==> src/rtl/cby_param_ccff.sv <==
// Parametrised Y connection block with shadow/active configuration chain.
// Optional chain parity check: define CBY_CFG_PARITY_EN.
module cby_param_ccff #(
    parameter int CHAN_W   = 20,
    parameter int NUM_IPIN = 9,
    parameter int MUX_SIZE = 8,
    parameter int STRIDE   = 2,
    parameter int SEL_W    = $clog2(MUX_SIZE),
    parameter int CFG_L    = NUM_IPIN * SEL_W,
    parameter int CNT_W    = $clog2(CFG_L + 1)
) (
    input  logic              prog_clk,
    input  logic              pReset,
    input  logic              config_enable,
    input  logic              ccff_head,
    input  logic              cfg_commit,
    input  logic [CHAN_W-1:0] chany_bottom_in,
    input  logic [CHAN_W-1:0] chany_top_in,
    output logic [CHAN_W-1:0] chany_bottom_out,
    output logic [CHAN_W-1:0] chany_top_out,
    output logic [NUM_IPIN-1:0] ipin_out,
    output logic              ccff_tail,
    output logic [CNT_W-1:0]  cfg_count,
    output logic              cfg_full,
    output logic              cfg_active_valid,
    output logic              cfg_err,
    output logic              cfg_parity_ok
);

    localparam int MUX_P2 = 1 << SEL_W;
    localparam logic [CNT_W-1:0] FULL_CNT = CNT_W'(CFG_L);

    logic [CFG_L-1:0] shadow;
    logic [CFG_L-1:0] active;
    logic             parity_good;
    logic             accept;
    logic             reject;

    assign chany_bottom_out = chany_top_in;
    assign chany_top_out    = chany_bottom_in;

    assign ccff_tail = shadow[CFG_L-1];
    assign cfg_full  = (cfg_count == FULL_CNT);

    assign accept = cfg_commit && cfg_full && !config_enable && parity_good;
    assign reject = cfg_commit && !accept;

    always_ff @(posedge prog_clk) begin
        if (pReset) begin
            shadow           <= '0;
            active           <= '0;
            cfg_count        <= '0;
            cfg_active_valid <= 1'b0;
            cfg_err          <= 1'b0;
        end else begin
            if (config_enable)
                shadow <= {shadow[CFG_L-2:0], ccff_head};
            if (accept) begin
                active           <= shadow;
                cfg_active_valid <= 1'b1;
                cfg_count        <= '0;
            end else if (config_enable && !cfg_full) begin
                cfg_count <= cfg_count + CNT_W'(1);
            end
            if (reject)
                cfg_err <= 1'b1;
        end
    end

`ifdef CBY_CFG_PARITY_EN
    logic parity;

    // running XOR of every bit shifted in since reset or last commit
    always_ff @(posedge prog_clk) begin
        if (pReset)
            parity <= 1'b0;
        else if (accept)
            parity <= 1'b0;
        else if (config_enable)
            parity <= parity ^ ccff_head;
    end

    assign parity_good   = !parity;
    assign cfg_parity_ok = !parity;
`else
    assign parity_good   = 1'b1;
    assign cfg_parity_ok = 1'b1;
`endif

    // unused select codes above MUX_SIZE map to constant-zero inputs
    logic [MUX_P2-1:0] mux_in [NUM_IPIN];

    for (genvar gi = 0; gi < NUM_IPIN; gi++) begin : g_ipin
        for (genvar gk = 0; gk < MUX_P2; gk++) begin : g_in
            localparam int T = (gi + (gk / 2) * STRIDE) % CHAN_W;
            if (gk >= MUX_SIZE) begin : g_pad
                assign mux_in[gi][gk] = 1'b0;
            end else if (gk % 2 == 0) begin : g_bot
                assign mux_in[gi][gk] = chany_bottom_in[T];
            end else begin : g_top
                assign mux_in[gi][gk] = chany_top_in[T];
            end
        end

        logic [SEL_W-1:0] sel;
        assign sel = active[gi*SEL_W +: SEL_W];
        assign ipin_out[gi] = cfg_active_valid && mux_in[gi][sel];
    end

endmodule

==> config.mk <==
export PLATFORM = sky130hd
export DESIGN_NAME = cby_param_ccff
export DESIGN_NICKNAME = d
export VERILOG_FILES = /design/src/rtl/cby_param_ccff.sv
export SDC_FILE = /design/constraint.sdc
export NUM_CORES = 1
export LEC_CHECK = 0
export ABC_AREA = 1
export CORE_MARGIN = 2
export CORE_UTILIZATION = 51
export DETAILED_ROUTE_END_ITERATION = 16
export HOLD_SLACK_MARGIN = 0.1
export PLACE_DENSITY_LB_ADDON = 0.1
export SETUP_SLACK_MARGIN = 0.3
export SLEW_MARGIN = 20
export SYNTH_ARGS = -nofsm -noshare
export SYNTH_HDL_FRONTEND = slang
export SYNTH_SLANG_ARGS = --single-unit
==> constraint.sdc <==
create_clock -name prog_clk -period 3.3 [get_ports prog_clk]
set_input_delay 0.33 -clock prog_clk [delete_from_list [all_inputs] [get_ports prog_clk]]
set_output_delay 0.33 -clock prog_clk [all_outputs]
set_load 0.02 [all_outputs]
==> summary.txt <==
Status
  – Outcome: complete, no violations

Clock tree
  – Worst-path clk slew: 70 ps
  – Hold Buf Count CTS: 0
  – Sinks on the clock net: 61
  – Clock buffer depth: 2
  – Root Buffer: clkbuf_8
  – CTS tree: yes
  – Post-CTS Setup Bufs: 0
  – CTS Buf Count: 9
  – Resize count post-CTS: 0
  – Clock Latency Late Sink: roughly 340 ps
  – # H-tree levels: 3

Layout
  – Commonest cells after routing, fill and taps aside: 142 x nand2_1, 82 x clkdlybuf4s50_1, 71 x nand3_1, 69 x nor2_1, 61 x dfxtp_1
  – Layout cells sized above 1: about 7%
  – Nets@finish: roughly 630
  – ANT cells: 0
  – Fillcell total: ~640
  – Commonest non-fill, non-tap cell in the layout: nand2_1
  – Area delta synth->final: 20.3%
  – Core Util, Final: around 63%

Logic synthesis
  – Yosys cell types: 23
  – Synth warn: 0
  – Post-synthesis cell count: between 500 and 600
  – Synth Register Bits: between 60 and 70
  – Share of the synthesized area in the top cell type: a little over a third
  – Mapped Area: 0.00352 mm²
  – Syn_nets: slightly below 600
  – Seq/Total Area, Yosys: roughly a third
  – Syn avg cell area: 6.43 µm²
  – Synth top area cells: dfxtp_1 35%, nand2_1 15%, nand3_1 10%, buf_4 9.0%, nor2_1 7.4%
  – Largest area contributor in the netlist: dfxtp_1

Die
  – Std-Cell Rows: 30
  – Total die area: about 0.0076 mm²
  – CORE AREA: roughly 0.0068 mm²
  – Top Ports: 104
  – Starting Density: between 50% and 60%
  – Die Ht: around 87 µm
  – Die Wd: just under 90 µm

Global route
  – Initial antenna violation count: 0
  – Total gr overflow: 0
  – First-pass GRT wire length: 13300 µm
  – GRT busiest layer: met2
  – GR Layer Usage met1: slightly above 30%
  – Pin count of the biggest net entering global routing: 51
  – Met3 usage: around 5.3%
  – M2 GR Usage: 32.6%
  – GRT Total Usage: between 20% and 30%
  – Vias in the first global route: 2998

Power and ir drop
  – Net switching power: roughly 430 µW
  – Switch share: between 20% and 30%
  – Combinational Power Share: a little over an eighth
  – Pleak: between 0.0015 and 0.002 µW
  – Peak supply drop: 0.453 mV
  – Sequential share of power: between 40% and 50%
  – Clock Power Share: between 40% and 50%
  – Internal Power: between 1000 and 1500 µW
  – PwrDens: roughly 400 mW/mm²

Critical path
  – Critical Path RT: about 3000 ps
  – Cells along the critical path: inv_1 -> nand2_1 -> nand3_1 -> nand3_1 -> nand2_1 -> nor2_1 -> clkdlybuf4s50_1
  – Max FO, Critical Path: 6
  – Crit path launch: active[0]
  – Slowest cell delay on critical path: around 630 ps
  – FF-to-FF setup slack: around 1400 ps
  – CP Class: flop to output pin
  – CP Capture Type: output pin
  – Crit path DAT: 1950 ps
  – Slowest CP cell: clkdlybuf4s50_1
  – Reg2reg start: cfg_count[0]
  – Startpoint Class: flop

Timing
  – Actual slew at the worst max-slew pin: just under 700 ps
  – Setup_tns: 0 ps
  – Final hold slack: around 450 ps
  – RSZ-0062 raised after global routing: no
  – Tmin final: around 2300 ps
  – Number of setup violations in the final report: 0
  – Final Cycle Share: between 60% and 70%
  – Max-slew violations: 0
  – Clk_skew: 7.20 ps
  – Highest Clock Rate: 439 MHz
  – Slew headroom: a little over half
  – Hold Fails Final Rpt: 0

Job
  – Maxcap violations: 0

Routing
  – Vias per inst: 5.12
  – DRT iter0 DRCs: 215
  – Vias: approximately 3400
  – DRC: 0
  – Wire length per cell: between 10 and 15 µm
  – Antenna Nets Post-Route: 0
  – 1st-pass router iterations: 5
  – WL final: slightly above 8000 µm

Place
  – Port buffer count: 82
  – Detailed Place HPWL: ~5800 µm
  – Routability Congestion: approximately 0.9

Min path
  – HP Start: cfg_err
  – Hold Crit Class: flop to flop
stage by stage:
step / setup WS [ps] / cells / instance area [µm²] / power [µW]
2_1_floorplan: 1750 / 548 / 3520 / 957
5_1_grt: 889 / 666 / 4240 / 1770
3_3_place_gp: 1060 / 650 / 4030 / 1020
4_1_cts: 1020 / 666 / 4240 / 1710
6_report: 1020 / 666 / 4240 / 1700
3_5_place_dp: 1050 / 650 / 4030 / 1020
power by group through the flow:
stage	combinational (µW)	sequential (µW)	clock, µW
finish	229	778	692
global route	253	780	739
CTS	230	777	707
detailed placement	228	794	0
global placement	227	793	0
floorplan	164	793	0
sequential cells by signal (all words and copies together), names as in the netlist:
name	cells
active	27
shadow	27
cfg_count	5
cfg_active_valid	1
cfg_err	1
routing by layer:
layer	routed length [µm]	vias to the layer above	part of all wire, %
li1	-	1755	-
met1	3890	1525	48
met2	3610	110	44
met3	513	17	6.3
met4	164	0	2.0
met5	0	-	0
final cells by class:
type	instances	area [µm²]	share of cell area (%)
Tap cell	80	100	2.36
Multi-Input combinational cell	357	1610	37.9
Clock buffer	12	165	3.90
Timing Repair Buffer	86	851	20.1
Inverter	66	248	5.85
Sequential cell	61	1220	28.8
Clock inverter	4	45.0	1.06
cell families after synthesis:
family	count (synthesis)	synth area share, %
adder cells (fa/ha/maj)	1	0.355
AND/OR/NAND/NOR	319	40.1
AO/OA/AOI/OAI	36	5.12
other	1	0.106
buffers and inverters	130	19.7
flip-flops	61	34.7
synthesized netlist by cell type:
master / count
a21oi_1: 8
conb_1: 1
nand4_1: 24
nor2_2: 5
buf_6: 2
o21ai_0: 28
inv_2: 8
buf_4: 42
nand2_4: 1
nor2_4: 2
nor2_1: 69
buf_8: 2
dfxtp_1: 61
nand2_2: 3
nand3_1: 71
buf_2: 8
buf_1: 2
nand2_1: 142
nor2_8: 1
clkbuf_1: 8
nand3_2: 1
inv_1: 58
ha_1: 1
critical path: cells and delay by family, from the launching register on:
kind	cells	cell delay, ps
and+or+nand+nor	5	430
buffers and inverters	2	750
DFF	1	430
path summary, 6_finish.rpt:
check / end / depth (start not counted)
worst max-delay path: ipin_out[0] / 7
worst min-delay path: cfg_err / 2
worst max register to register: cfg_count[3] / 6
worst min register to register: cfg_err / 2
Power figures use the tool's default switching activity.
